==> src/rtl/pipeline_ctrl.sv <==
// pipeline_ctrl: in-order issue controller with a register scoreboard, hazard stall and redirect flush
//   clk, rst_n                      clock (rising edge) and async active-low reset
//   dec_valid/rs1/rs2/rd/use_*/wr_rd decoded instruction fields from decode
//   exec_busy, exec_redirect        execute back-pressure and taken branch/jump
//   wb_valid, wb_rd, wb_retire      writeback and retirement from the back end
//   ftch_stall, dec_issue, dec_flush combinational pipeline controls
//   ctrl_state, ctrl_pending, ctrl_inflight  FSM state, scoreboard and in-flight count
module pipeline_ctrl #(
  parameter int FLUSH_CYCLES    = 2,
  parameter int MAX_OUTSTANDING = 4,
  parameter int WB_BYPASS       = 1
) (
  input  logic        clk,
  input  logic        rst_n,
  input  logic        dec_valid,
  input  logic [4:0]  dec_rs1,
  input  logic [4:0]  dec_rs2,
  input  logic [4:0]  dec_rd,
  input  logic        dec_use_rs1,
  input  logic        dec_use_rs2,
  input  logic        dec_wr_rd,
  input  logic        exec_busy,
  input  logic        exec_redirect,
  input  logic        wb_valid,
  input  logic [4:0]  wb_rd,
  input  logic        wb_retire,
  output logic        ftch_stall,
  output logic        dec_issue,
  output logic        dec_flush,
  output logic [1:0]  ctrl_state,
  output logic [31:0] ctrl_pending,
  output logic [3:0]  ctrl_inflight
);
  localparam int CW = FLUSH_CYCLES > 1 ? $clog2(FLUSH_CYCLES) : 1;
  typedef enum logic [1:0] {RUN = 2'd0, STALL = 2'd1, FLUSH = 2'd2} state_t;
  state_t        state;
  logic [CW-1:0] fcnt;
  logic [31:0]   pend, pend_nxt;
  logic [3:0]    inflight;
  logic          h1, h2, hd, full, stall, hold;
  // A same-cycle writeback to the register being checked removes the hazard when bypass is enabled
  assign h1 = dec_use_rs1 && dec_rs1 != '0 && pend[dec_rs1] && !(WB_BYPASS != 0 && wb_valid && wb_rd == dec_rs1);
  assign h2 = dec_use_rs2 && dec_rs2 != '0 && pend[dec_rs2] && !(WB_BYPASS != 0 && wb_valid && wb_rd == dec_rs2);
  assign hd = dec_wr_rd && dec_rd != '0 && pend[dec_rd] && !(WB_BYPASS != 0 && wb_valid && wb_rd == dec_rd);
  // A retirement in the same cycle frees the slot the new instruction would take
  assign full  = inflight == 4'(MAX_OUTSTANDING) && !wb_retire;
  assign stall = dec_valid && (h1 || h2 || hd || exec_busy || full);
  assign hold  = state == FLUSH || exec_redirect;
  assign dec_flush  = rst_n && hold;
  assign ftch_stall = rst_n && !hold && stall;
  assign dec_issue  = rst_n && !hold && dec_valid && !stall;
  assign ctrl_state    = state;
  assign ctrl_pending  = pend;
  assign ctrl_inflight = inflight;
  // Clear before set so an issue to the register being written back leaves it pending
  always_comb begin
    pend_nxt = pend;
    if (wb_valid) pend_nxt[wb_rd] = 1'b0;
    if (dec_issue && dec_wr_rd && dec_rd != '0) pend_nxt[dec_rd] = 1'b1;
  end
  always_ff @(posedge clk or negedge rst_n) begin
    if (!rst_n) begin
      state    <= RUN;
      fcnt     <= '0;
      pend     <= '0;
      inflight <= '0;
    end else begin
      pend     <= pend_nxt;
      inflight <= inflight + 4'(dec_issue) - 4'(wb_retire && inflight != '0);
      if (exec_redirect) begin
        state <= FLUSH;
        fcnt  <= CW'(FLUSH_CYCLES - 1);
      end else if (state == FLUSH) begin
        if (fcnt == '0) state <= RUN;
        else fcnt <= fcnt - CW'(1);
      end else begin
        state <= stall ? STALL : RUN;
      end
    end
  end
endmodule

==> config.mk <==
export PLATFORM = sky130hd
export DESIGN_NAME = pipeline_ctrl
export DESIGN_NICKNAME = d
export VERILOG_FILES = /design/src/rtl/pipeline_ctrl.sv
export SDC_FILE = /design/constraint.sdc
export NUM_CORES = 1
export LEC_CHECK = 0
export ABC_AREA = 1
export CAP_MARGIN = 20
export CORE_ASPECT_RATIO = 1.75
export CORE_MARGIN = 5
export CORE_UTILIZATION = 40
export CTS_BUF_LIST = sky130_fd_sc_hd__clkbuf_16
export DETAILED_ROUTE_END_ITERATION = 10
export PLACE_DENSITY = 0.65
export SKIP_LAST_GASP = 1
export SLEW_MARGIN = 10
export SYNTH_ARGS = -nofsm -noshare
export SYNTH_HDL_FRONTEND = slang
export SYNTH_SLANG_ARGS = --single-unit
==> constraint.sdc <==
create_clock -name clk -period 3.66 [get_ports clk]
set_input_delay 1.098 -clock clk [delete_from_list [all_inputs] [get_ports clk]]
set_output_delay 1.098 -clock clk [all_outputs]
set_load 0.02 [all_outputs]
* Word-level counts from Yosys, hierarchy flattened *
Index checks and enable logic that the tools add are counted.

word-level totals
  logic and storage cells = 81
  bits of input ports = 30
  register bits = 39

cells by class
  equal/unequal tests = 6
  magnitude comparators = 6
  reduce and logical (&&, ||, !) cells = 40
  muxes and demuxes = 19
  add/subtract/negate cells = 3
  bitwise operators = 3

operators with widths
  cell                                                               number
  2-to-1 mux 32 bit                                                  2
  bitwise AND 32 bit                                                 1
  inverter 32 bit                                                    1
  bitwise OR 32 bit                                                  1
  logical AND 1 bit                                                  24
  less-than comparator 5 x 6 -> 1 bit, second input constant         4
  binary-select mux 1 bit (select 5 bit)                             3
  == test 5 bit                                                      3
  nonzero test 5 bit                                                 3
  demux 1 bit (select 5 bit)                                         2
  greater-or-equal comparator 5 x 1 -> 1 bit, second input constant  2
  2-to-1 mux 1 bit                                                   9
  logical NOT 1 bit                                                  6
  2-to-1 mux 2 bit                                                   3
  logical OR 1 bit                                                   5
  adder 4 x 1 -> 4 bit                                               1
  == test 4 x 3 -> 1 bit, second input constant                      1
  nonzero test 4 bit                                                 1
  subtractor 4 x 1 -> 4 bit                                          1
  inequality test 3 bit, second input constant                       1
  == test 2 bit, second input constant                               1
  nonzero test 2 bit                                                 1
  subtractor 1 bit, second input constant                            1

* Logic depth before layout (Yosys ltp) *
  depth in word-level cells = 14
  gate-level depth with buffers = 18

* Worst setup path before layout *
No wires, ideal clock.

  path type = input to output
  start = in dec_rd[0]
  end = out dec_issue
  setup slack = 102 ps
  data arrival time = 2,460 ps
  data required time = 2,562 ps
  stages = 13
  path through = buf_6 buf_4 nand2_1 o21ai_0 nand2_1 nand2_1 nand2_1 nand2_1 nor2_1 nand2_1 nand2_1 nand3_2 nor3_1

on the way
  longest elaborated chain between the ends = 10

ends and longest elaborated chain
  element                                                                      line  text
  from (decl)                                                                  18    input logic [4:0] dec_rd,
  binary-select mux 1 bit (select 5 bit), or another cell as far along         44    assign hd = dec_wr_rd && dec_rd != '0 && pend[dec_rd] && !(WB_BYPASS != 0 && wb_valid && wb_rd == dec_rd);
  2-to-1 mux 1 bit (not written as such) or logical AND 1 bit (tied branches)  44
  logical AND 1 bit or logical NOT 1 bit (tied branches)                       44
  logical AND 1 bit (*)                                                        44
  logical OR 1 bit (*) (3 in series)                                           47    assign stall = dec_valid && (h1 || h2 || hd || exec_busy || full);
  logical AND 1 bit (*)                                                        47
  logical NOT 1 bit (*)                                                        51    assign dec_issue = rst_n && !hold && dec_valid && !stall;
  logical AND 1 bit (*)                                                        51
  to (decl)                                                                    28    output logic dec_issue,

Every way passes the cells marked *; elsewhere a longest branch is shown, timed or not. The select of a mux whose other input is x is not followed.

* Worst setup path after layout *
  start = in dec_rs2[0]
  end = out ftch_stall

on the way
  longest elaborated chain between the ends = 10

ends and longest elaborated chain
  element                                                                      line  text
  from (decl)                                                                  17    input logic [4:0] dec_rs2,
  binary-select mux 1 bit (select 5 bit), or another cell as far along         43    assign h2 = dec_use_rs2 && dec_rs2 != '0 && pend[dec_rs2] && !(WB_BYPASS != 0 && wb_valid && wb_rd == dec_rs2) ...
  2-to-1 mux 1 bit (not written as such) or logical AND 1 bit (tied branches)  43
  logical AND 1 bit or logical NOT 1 bit (tied branches)                       43
  logical AND 1 bit (*)                                                        43
  logical OR 1 bit (*) (4 in series)                                           47
  logical AND 1 bit (*)                                                        47
  logical AND 1 bit (*)                                                        50    assign ftch_stall = rst_n && !hold && stall;
  to (decl)                                                                    27    output logic ftch_stall,

Marked as above.

==> summary.txt <==
CTS
  – Total CTS buffers: 5
  – Clock Path Buffers: 2
  – CTS Hold Buffers Added: 0
  – Later-pin clock latency in the skew report: 280 ps
  – TritonCTS Sinks: 39
  – CTS tree: yes
  – Clock transition at path regs: 60 ps
  – Root Driver: clkbuf_16
  – H-tree levels: 2

Timing
  – Tcrit/Tclk final: 0.974
  – Setup tns final: 0 ps
  – Achievable Freq: 281 MHz
  – Final setup fails: 0
  – Final hold violations: 0
  – RSZ-0062 raised after global routing: yes
  – Skew final: 7.07 ps
  – Slew Viols, Final: 0
  – Setup slack after layout: 95.4 ps
  – Slew margin rel.: 0.648
  – Fin crit period: 3560 ps
  – Worst-margin pin slew: 529 ps
  – Hold_ws: 510 ps

Detailed routing
  – First-pass DRT Iterations: 8
  – WL met1: 4950 µm
  – Vias/cell: 5.54
  – DRC errors left: 0
  – Met3 WL: 854 µm
  – Antenna-violating nets left: 0
  – Detailed-route via count: 4256
  – Final wirelength: 13400 µm
  – Initial DRC Count: 407
  – Met2 wire length: 7000 µm
  – Routed length per instance: 17.5 µm
  – Max Used Layer: met4

Global routing
  – GRT Total Usage: 0.264
  – Initial antenna violation count: 0
  – First-pass GRT wire length: 21400 µm
  – Largest net degree at the start of global routing: 40
  – Vias in the first global route: 4236
  – GRT overflow: 0

Worst hold path
  – Worst hold stages: 2
  – Worst hold path endpoint: ctrl_state[1]
  – Worst min-delay path class: flip-flop to flip-flop
  – Worst Min Path Start: fcnt

Die
  – Row Count: 44
  – I/O pins: 71
  – Std-Cell Core Area: 0.00826 mm²
  – Die Wd: 79.5 µm
  – Initial Util: 0.409
  – Die area: 0.0105 mm²
  – DIE HEIGHT: 132 µm

Placement
  – Setup slack at placement: -829 ps
  – Cell total after placement: 753
  – Final HPWL DP: 10000 µm
  – Placement-stage cell area: 0.00448 mm²
  – PortBufs: 70
  – RD Place Congestion: 0.979

Final layout
  – N_diodes: 0
  – Layout cells sized above 1: 0.192
  – Final nets: 712
  – Multi-input logic area: 0.00217 mm²
  – Synth-to-Final Area Change: 43.4%
  – Finished Layout Cells: 768
  – Fin area: 0.00485 mm²
  – Register area: 976 µm²
  – # fillers: 840

Setup path
  – FF-to-FF Start: ctrl_pending[10]
  – Critical Path RT: 2560 ps
  – CP arrival: 2470 ps
  – CP Max Fanout: 11
  – Startpoint Class: primary input
  – R2R cell count: 13
  – Crit path kind: primary input to output port
  – Worst R2R Setup Slack: 1350 ps
  – R2R Path End: ctrl_inflight[2]
  – Worst Setup End Kind: output port
  – Critical Path Source: dec_rs2[0]

Synthesis
  – Synth warn: 0
  – Sequential cell area fraction in the yosys report: 0.289
  – Synth Net Count: 599
  – Mean area per synthesized cell: 6.02 µm²
  – Unique masters post-synth: 27
  – Post-Synthesis Cells: 562
  – FF+latch count, synth: 39
  – Post-Syn Area: 0.00338 mm²

Power
  – Leakage: 2.45 nW
  – Pwr/cell area: 308 mW/mm²
  – VDD IR-drop max: 0.000232 V

Status
  – Outcome: completed

Run
  – # Max-Cap Violations: 0
## critical path: stages
cell and delay [ps]:
buf_4 150, bufbuf_16 280, nand2_1 60, nand3_1 80, nand2_1 60, nor2_1 40
nor2_1 90, nand2_1 70, nand3_2 80, nand3_4 100, nor2_4 140, nor2_1 50
buf_4 150
## cells by family (layout without fill, tap and decap cells)
family	count (synthesis)	count (layout)	share of synthesized area
DFF	39	39	0.289
AOI/OAI and AO/OA	75	75	0.118
adders and majority gates	7	7	0.0281
xor gates and xnor gates	7	7	0.0181
buffers and inverters	89	203	0.116
and+or+nand+nor	345	345	0.431
## cell usage after synthesis
master | number | area [µm²]
inv_2 | 7 | 26.3
inv_1 | 55 | 206
a41oi_1 | 1 | 8.76
o211ai_1 | 5 | 37.5
o22ai_1 | 4 | 25.0
buf_6 | 5 | 56.3
buf_4 | 2 | 15.0
buf_2 | 11 | 55.1
nand4_1 | 31 | 194
fa_1 | 1 | 20.0
ha_1 | 6 | 75.1
o21ai_0 | 51 | 255
dfrtp_1 | 39 | 976
xor2_1 | 5 | 43.8
xnor2_1 | 2 | 17.5
a31oi_1 | 1 | 6.26
nand3_1 | 43 | 215
nor2_4 | 1 | 11.3
clkinv_1 | 1 | 3.75
nor3_1 | 12 | 60.1
nor2_1 | 75 | 282
o21ai_1 | 4 | 20.0
clkbuf_1 | 8 | 30.0
a21oi_1 | 9 | 45.0
nand2_1 | 181 | 679
nand3_2 | 1 | 10.0
nor2_2 | 1 | 6.26
## final cells by class
| cell class | count | share of cell area |
|---|---|---|
| Clock buffer | 5 | 0.0258 |
| Clock inverter | 3 | 0.00232 |
| Inverter | 63 | 0.0526 |
| Multi-Input combinational cell | 434 | 0.447 |
| Sequential cell | 39 | 0.201 |
| Tap cell | 92 | 0.0237 |
| Timing Repair Buffer | 132 | 0.247 |
## flip-flops by register name (all words and copies together) (netlist names)
name	cells
ctrl_pending	32
fcnt	1
ctrl_inflight	4
ctrl_state	2
## stage by stage
step / total power, mW / util
after floorplan: 0.813 / -
after global placement: 1.06 / 0.542
after detailed placement: 1.06 / 0.542
after CTS: 1.50 / 0.584
after global routing: 1.58 / 0.587
final: 1.49 / 0.587
## cell usage in the layout, fill, tap and decap left out, drive strengths merged
master,n
a21oi,9
a31oi,1
a41oi,1
buf,67
bufbuf,2
clkbuf,15
clkdlybuf4s15,2
clkdlybuf4s50,46
clkinv,3
dfrtp,39
dlygate4sd2,4
dlymetal6s2s,1
fa,1
ha,6
inv,63
nand2,181
nand3,44
nand4,31
nor2,77
nor3,12
o211ai,5
o21ai,55
o22ai,4
xnor2,2
xor2,5
## what timing repair did
item | 4_1_cts | 5_1_grt
pin swaps | 12 | 19
setup endpoints to repair | 2 | 2
gates cloned | 3 | 0
setup buffers | 3 | 1
resized for setup | 87 | 51
## layer usage
layer,track usage,up-vias
li1,-,2050
met1,0.295,1961
met2,0.464,202
met3,0.0418,43
met4,0.142,0
met5,0,-
## worst max path at each step
stage / endpoint / cells past startpoint
6_report: ftch_stall / 13
5_1_grt: dec_issue / 10
4_1_cts: ftch_stall / 10
3_5_place_dp: dec_issue / 13
3_3_place_gp: dec_issue / 13
2_1_floorplan: dec_issue / 13
## where the power goes
group          switching, mW  internal, mW  total (mW)
Clock                  0.166         0.245       0.412
Combinational          0.336         0.247       0.583
Sequential            0.0289         0.470       0.498
Total                  0.531         0.961        1.49
(Power assumes the default switching activity.)
